**src/rtl/div_unit.sv**
```systemverilog
// Multi-cycle restoring radix-2 divider for DIV/DIVU in the EX stage.
// It stalls the pipeline while busy and pulses div_done when quotient and remainder are ready.
module div_unit #(
    parameter int WIDTH = 32
) (
    input  logic             clk,
    input  logic             reset,
    input  logic             div_start,
    input  logic             div_signed,
    input  logic [WIDTH-1:0] div_src1,
    input  logic [WIDTH-1:0] div_src2,
    input  logic             es_flush,
    output logic             div_stop,
    output logic             div_done,
    output logic [WIDTH-1:0] div_q,
    output logic [WIDTH-1:0] div_r
);

    typedef enum logic [1:0] {
        IDLE,
        BUSY,
        DONE
    } state_t;

    localparam logic [5:0] LAST_STEP = 6'(WIDTH - 1);

    state_t           state;
    state_t           state_next;
    logic             accept;
    logic [5:0]       count;
    logic [WIDTH-1:0] rem;
    logic [WIDTH-1:0] quot;
    logic [WIDTH-1:0] divisor;
    logic [WIDTH-1:0] dividend_raw;
    logic             neg_q;
    logic             neg_r;
    logic             zero_div;

    logic             src1_neg;
    logic             src2_neg;
    logic [WIDTH-1:0] mag1;
    logic [WIDTH-1:0] mag2;

    logic [WIDTH:0]   shifted;
    logic [WIDTH-1:0] sub;
    logic             step_ok;
    logic [WIDTH-1:0] rem_next;
    logic [WIDTH-1:0] quot_next;
    logic [WIDTH-1:0] q_final;
    logic [WIDTH-1:0] r_final;

    function automatic logic [WIDTH-1:0] negate(input logic [WIDTH-1:0] x);
        return ~x + WIDTH'(1);
    endfunction

    always_ff @(posedge clk) begin
        if (reset) begin
            state <= IDLE;
        end else begin
            state <= state_next;
        end
    end

    // A flush wins over everything except reset; neither stall nor done may leak out under it.
    always_comb begin
        state_next = state;
        div_stop   = 1'b0;
        div_done   = 1'b0;
        accept     = 1'b0;
        case (state)
            IDLE: begin
                if (div_start && !es_flush) begin
                    accept     = 1'b1;
                    div_stop   = 1'b1;
                    state_next = BUSY;
                end
            end
            BUSY: begin
                div_stop = !es_flush;
                if (count == LAST_STEP) begin
                    state_next = DONE;
                end
            end
            DONE: begin
                div_done   = !es_flush;
                state_next = IDLE;
            end
            default: begin
                state_next = IDLE;
            end
        endcase
        if (es_flush) begin
            state_next = IDLE;
        end
        if (reset) begin
            accept   = 1'b0;
            div_stop = 1'b0;
            div_done = 1'b0;
        end
    end

    always_comb begin
        src1_neg = div_signed & div_src1[WIDTH-1];
        src2_neg = div_signed & div_src2[WIDTH-1];
        mag1     = src1_neg ? negate(div_src1) : div_src1;
        mag2     = src2_neg ? negate(div_src2) : div_src2;
    end

    // The dividend shifts out of quot's top bit while quotient bits shift into its bottom.
    always_comb begin
        shifted   = {rem, quot[WIDTH-1]};
        step_ok   = (shifted >= {1'b0, divisor});
        sub       = shifted[WIDTH-1:0] - divisor;
        rem_next  = step_ok ? sub : shifted[WIDTH-1:0];
        quot_next = {quot[WIDTH-2:0], step_ok};
        if (zero_div) begin
            q_final = '1;
            r_final = dividend_raw;
        end else begin
            q_final = neg_q ? negate(quot_next) : quot_next;
            r_final = neg_r ? negate(rem_next) : rem_next;
        end
    end

    always_ff @(posedge clk) begin
        if (reset) begin
            count        <= '0;
            rem          <= '0;
            quot         <= '0;
            divisor      <= '0;
            dividend_raw <= '0;
            neg_q        <= 1'b0;
            neg_r        <= 1'b0;
            zero_div     <= 1'b0;
            div_q        <= '0;
            div_r        <= '0;
        end else if (accept) begin
            count        <= '0;
            rem          <= '0;
            quot         <= mag1;
            divisor      <= mag2;
            dividend_raw <= div_src1;
            neg_q        <= src1_neg ^ src2_neg;
            neg_r        <= src1_neg;
            zero_div     <= (div_src2 == '0);
        end else if (state == BUSY && !es_flush) begin
            count <= count + 6'd1;
            rem   <= rem_next;
            quot  <= quot_next;
            if (count == LAST_STEP) begin
                div_q <= q_final;
                div_r <= r_final;
            end
        end
    end

endmodule

```
**config.mk**
```make
export PLATFORM = sky130hd
export DESIGN_NAME = div_unit
export DESIGN_NICKNAME = d
export VERILOG_FILES = /design/src/rtl/div_unit.sv
export SDC_FILE = /design/constraint.sdc
export NUM_CORES = 1
export LEC_CHECK = 0
export CELL_PAD_IN_SITES_DETAIL_PLACEMENT = 1
export CELL_PAD_IN_SITES_GLOBAL_PLACEMENT = 1
export CORE_MARGIN = 5
export CORE_UTILIZATION = 43
export DETAILED_ROUTE_END_ITERATION = 10
export PLACE_DENSITY = 0.88
export SLEW_MARGIN = 5
export SYNTH_ARGS = -nofsm -noshare
export SYNTH_HDL_FRONTEND = slang
export SYNTH_SLANG_ARGS = --single-unit
```
**constraint.sdc**
```tcl
create_clock -name clk -period 5.5 [get_ports clk]
set_input_delay 1.65 -clock clk [delete_from_list [all_inputs] [get_ports clk]]
set_output_delay 1.65 -clock clk [all_outputs]
set_load 0.1 [all_outputs]
```
==> reports/qor_table.md <==
| Step | Quantity | This run |
| --- | --- | --- |
| power and ir drop | Design internal power | 0.00291 W |
| global route | Antenna violations before repair | 0 |
| timing | Tightest Pin Transition | 1150 ps |
| global route | Via count of the first global-routing pass | 13700 |
| cts | Number of clock sinks | 203 |
| synthesis | Count of cell types in the netlist | 78 |
| placed design | Placed cell count | 2152 |
| route | WL final | 49100 µm |
| outcome | Run status | completed |
| worst setup path | Worst reg2reg setup slack | 480 ps |
| cts | Clock Pin Slew Worst Setup and Hold Paths | 60 ps |
| cts | Count of buffers added by post-CTS timing repair for setup | 0 |
| cts | Quantity of hold-fixing buffers added after cts | 0 |
| global route | First-pass GRT wire length | 76900 µm |
| synthesis | Total of flip-flops plus latches after synthesis | 203 |
| route | Routed wire per std cell | 22.4 µm |
| global route | Sum of overflow across all layers after global routing | 0 |
| worst setup path | Sort of element at the start of the critical path | register |
| route | Vias after detailed routing | 13500 |
| timing | Portion of the clock cycle consumed by the worst path in the final layout | 91.3% |
| power and ir drop | Power dissipated by switching net loads | 0.00160 W |
| finish | Layout Area Growth over Synthesis | 18.4% |
| cts | Number of H-tree levels | 1 |
| route | Per-cell via count in the routed design | 6.16 |
| worst setup path | Required time worst endpoint | 5950 ps |
| worst hold path | Hold/Removal Path Class | reg2reg |
| cts | Number of buffers inserted during clock tree synthesis | 24 |
| power and ir drop | Logic gate share of total power | 29.7% |
| synthesis | Cell area after synthesis | 12900 µm² |
| timing | Worst-case headroom to the max-slew limit | 23.5% |
| power and ir drop | Worst ir drop on vdd | 0.190 mV |
| route | First-pass iteration count of the detailed router | 5 |
| cts | Clock buffer depth | 3 |
| finish | Multi-input gate area | 8230 µm² |
| worst setup path | Critical path arrival | 5470 ps |
| finish | Commonest cells after routing, fill and taps aside | sky130_fd_sc_hd__nand2_1 (232), sky130_fd_sc_hd__dfxtp_1 (203), sky130_fd_sc_hd__nor2_1 (193) |
| cts | Clock latency of the later-clocked register in the worst-skew pair | 540 ps |
| synthesis | Number of enable-type register cells in the synthesized netlist | 0 |
| finish | Fill count | 3688 |
| route | Final antenna-violating net count | 0 |
| power and ir drop | Portion of total power attributed to the clock network | 35.3% |
| finish | Antenna cell count | 0 |
| synthesis | FFs w/ async S/R, synth | 0% |
| floorplanning | Number of rows in the core area | 63 |
| floorplanning | Die boundary height | 183 µm |
| floorplanning | Number of top-level pins | 135 |
| run | Count of maximum capacitance violations | 0 |
| synthesis | Synthesized instance count | 1719 |
| timing | Final setup violation count | 0 |
| route | DRC errors left | 0 |
| power and ir drop | Switching Fraction | 35.5% |
| power and ir drop | Share of power burned in registers | 35.0% |
| synthesis | Flip-flop cell with the highest count after synthesis | sky130_fd_sc_hd__dfxtp_1 |
| placed design | Weighted congestion at the end of routability-driven global placement | 0.969 |
| placed design | Post-detail-place hpwl | 36600 µm |
| timing | Clock Skew | 13.3 ps |
| finish | Share of layout cells above drive strength 1 | 5.32% |
| worst setup path | Type of element capturing the critical path | register |
| floorplanning | Horiz. Die Dim | 183 µm |
| synthesis | Syn Area/Cell | 7.52 µm² |
| finish | Register area | 4060 µm² |
| global route | Global Route Usage Sum | 28.2% |
| global route | Pin count of the biggest net entering global routing | 93 |
| synthesis | Sequential element share of the synthesized area | 31.4% |
| cts | CTS tree | yes |
| timing | Hold Vio Cnt, Final | 0 |
| power and ir drop | Reported leakage power | 5.40 nW |
| floorplanning | Starting density of the core | 43.6% |
| floorplanning | DIE AREA | 33600 µm² |
| timing | Final hold slack | 458 ps |
| synthesis | Number of warnings issued by yosys | 0 |
| finish | Number of nets in the layout | 1895 |
| finish | Post-route non-filler standard cell count | 2195 |
| worst setup path | Type of the setup path with the least slack | reg2reg |
| timing | Post-route setup TNS | 0 ps |
| finish | Most common cell after layout, fill and taps aside | sky130_fd_sc_hd__nand2_1 |
| cts | PostCTS Resize Cnt | 0 |
| cts | Cell chosen for the clock root | sky130_fd_sc_hd__clkbuf_16 |
| placed design | PortBufs | 134 |
| timing | Crit path time final | 5020 ps |
| worst setup path | Critical Path Fanout Max | 8 |
| synthesis | Synthesized net count | 1826 |
| timing | Upper clock frequency limit | 199 MHz |
| route | First-iteration detailed-routing DRC count | 1257 |
| timing | RSZ-0062 raised after global routing | false |
| floorplanning | Floorplan core area | 29600 µm² |
| power and ir drop | Power per cell area | 294 nW/µm² |
| timing | Max-slew violation total from the final report | 0 |
## registers in the layout (all words and copies together), names as in the netlist
register	cells
count	6
div_q	32
div_r	32
dividend_raw	32
divisor	32
neg_q	1
neg_r	1
quot	32
rem	32
state	2
zero_div	1
## power groups by stage
stage | logic (W) | registers [W] | clock network [W]
3_3_place_gp | 0.00126 | 0.00161 | 0
2_1_floorplan | 0.000897 | 0.00158 | 0
6_report | 0.00134 | 0.00158 | 0.00159
4_1_cts | 0.00131 | 0.00158 | 0.00161
5_1_grt | 0.00144 | 0.00158 | 0.00167
3_5_place_dp | 0.00130 | 0.00161 | 0
## synth_stat cells, types with 8 or more instances
cell,instances,share of area [%]
sky130_fd_sc_hd__xor2_1,68,4.6
sky130_fd_sc_hd__nor3_1,48,1.9
sky130_fd_sc_hd__o31ai_1,30,1.7
sky130_fd_sc_hd__a211oi_1,82,4.8
sky130_fd_sc_hd__buf_2,12,0.46
sky130_fd_sc_hd__o211ai_1,11,0.64
sky130_fd_sc_hd__a21oi_1,155,6.0
sky130_fd_sc_hd__o21ai_0,70,2.7
sky130_fd_sc_hd__a22oi_1,31,1.8
sky130_fd_sc_hd__buf_1,11,0.32
sky130_fd_sc_hd__ha_1,37,3.6
sky130_fd_sc_hd__or4_1,15,0.87
sky130_fd_sc_hd__a21o_1,14,0.81
sky130_fd_sc_hd__mux2i_1,18,1.4
sky130_fd_sc_hd__or2_2,8,0.39
sky130_fd_sc_hd__nand2_1,232,6.7
sky130_fd_sc_hd__clkbuf_1,88,2.6
sky130_fd_sc_hd__dfxtp_1,203,31
sky130_fd_sc_hd__and2_1,13,0.63
sky130_fd_sc_hd__o41ai_1,11,0.74
sky130_fd_sc_hd__nand2b_1,12,0.58
sky130_fd_sc_hd__a31oi_1,15,0.73
sky130_fd_sc_hd__xnor2_1,60,4.1
sky130_fd_sc_hd__nand4_1,12,0.58
sky130_fd_sc_hd__inv_1,54,1.6
sky130_fd_sc_hd__a311oi_1,22,1.5
sky130_fd_sc_hd__o21a_1,13,0.75
sky130_fd_sc_hd__or3_1,22,1.1
sky130_fd_sc_hd__nand3_1,28,1.1
sky130_fd_sc_hd__nor2_1,195,5.7
sky130_fd_sc_hd__nor4_1,22,1.1
## per-layer routing
metal  global-route usage [%]  up-vias  share of wire [%]
met5                        0        -                  0
met4                     6.79        0                2.6
met3                     4.31       84                6.7
met2                     46.5      410                 46
met1                     39.1     6703                 45
li1                         -     6328                  -
## stage by stage
step / util, % / total power (W) / cell area [µm²] / setup slack (ps)
after global routing: 51.7 / 0.00469 / 15300 / 225
after CTS: 51.7 / 0.00450 / 15300 / 563
after detailed placement: 49.1 / 0.00290 / 14500 / 621
after floorplan: - / 0.00248 / 12900 / 128
after global placement: 49.1 / 0.00287 / 14500 / 784
final: 51.7 / 0.00451 / 15300 / 476
## area by class of cell
type	instances	share of cell area, %
Timing Repair Buffer	158	10.1
Inverter	55	1.36
Tap cell	390	3.19
Clock inverter	8	0.515
Multi-Input combinational cell	1346	53.7
Clock buffer	35	4.52
Sequential cell	203	26.5
## kinds of logic (layout without fill, tap and decap cells)
| kind of cell | count (synthesis) | after routing | share of synthesized area [%] |
|---|---|---|---|
| DFF | 203 | 203 | 31.4 |
| adders and majority gates | 38 | 38 | 3.73 |
| AOI/OAI and AO/OA | 515 | 515 | 26.5 |
| buffers and inverters | 170 | 256 | 5.16 |
| and+or+nand+nor | 645 | 645 | 22.9 |
| muxes | 20 | 20 | 1.57 |
| xor gates and xnor gates | 128 | 128 | 8.67 |
## worst max-delay path, cell delays in order (launching register included)
cell and delay, ps:
sky130_fd_sc_hd__dfxtp_1 440, sky130_fd_sc_hd__ha_1 370, sky130_fd_sc_hd__a21oi_1 350, sky130_fd_sc_hd__o21ai_1 180
sky130_fd_sc_hd__a31oi_2 350, sky130_fd_sc_hd__a2111oi_4 140, sky130_fd_sc_hd__or3_2 580, sky130_fd_sc_hd__o21ai_0 410
sky130_fd_sc_hd__ha_1 250, sky130_fd_sc_hd__nand3b_1 200, sky130_fd_sc_hd__nor2_1 260, sky130_fd_sc_hd__a32oi_1 210
sky130_fd_sc_hd__or4_1 600, sky130_fd_sc_hd__o31ai_1 260, sky130_fd_sc_hd__xnor2_1 100, sky130_fd_sc_hd__a221oi_1 230
## worst paths after layout
check,startpoint,end,depth (start not counted)
min reg2reg,divisor[21],divisor[21],2
max,rem[5],div_r[28],15
min,divisor[21],divisor[21],2
max reg2reg,rem[5],div_r[28],15
(Power assumes the default switching activity.)
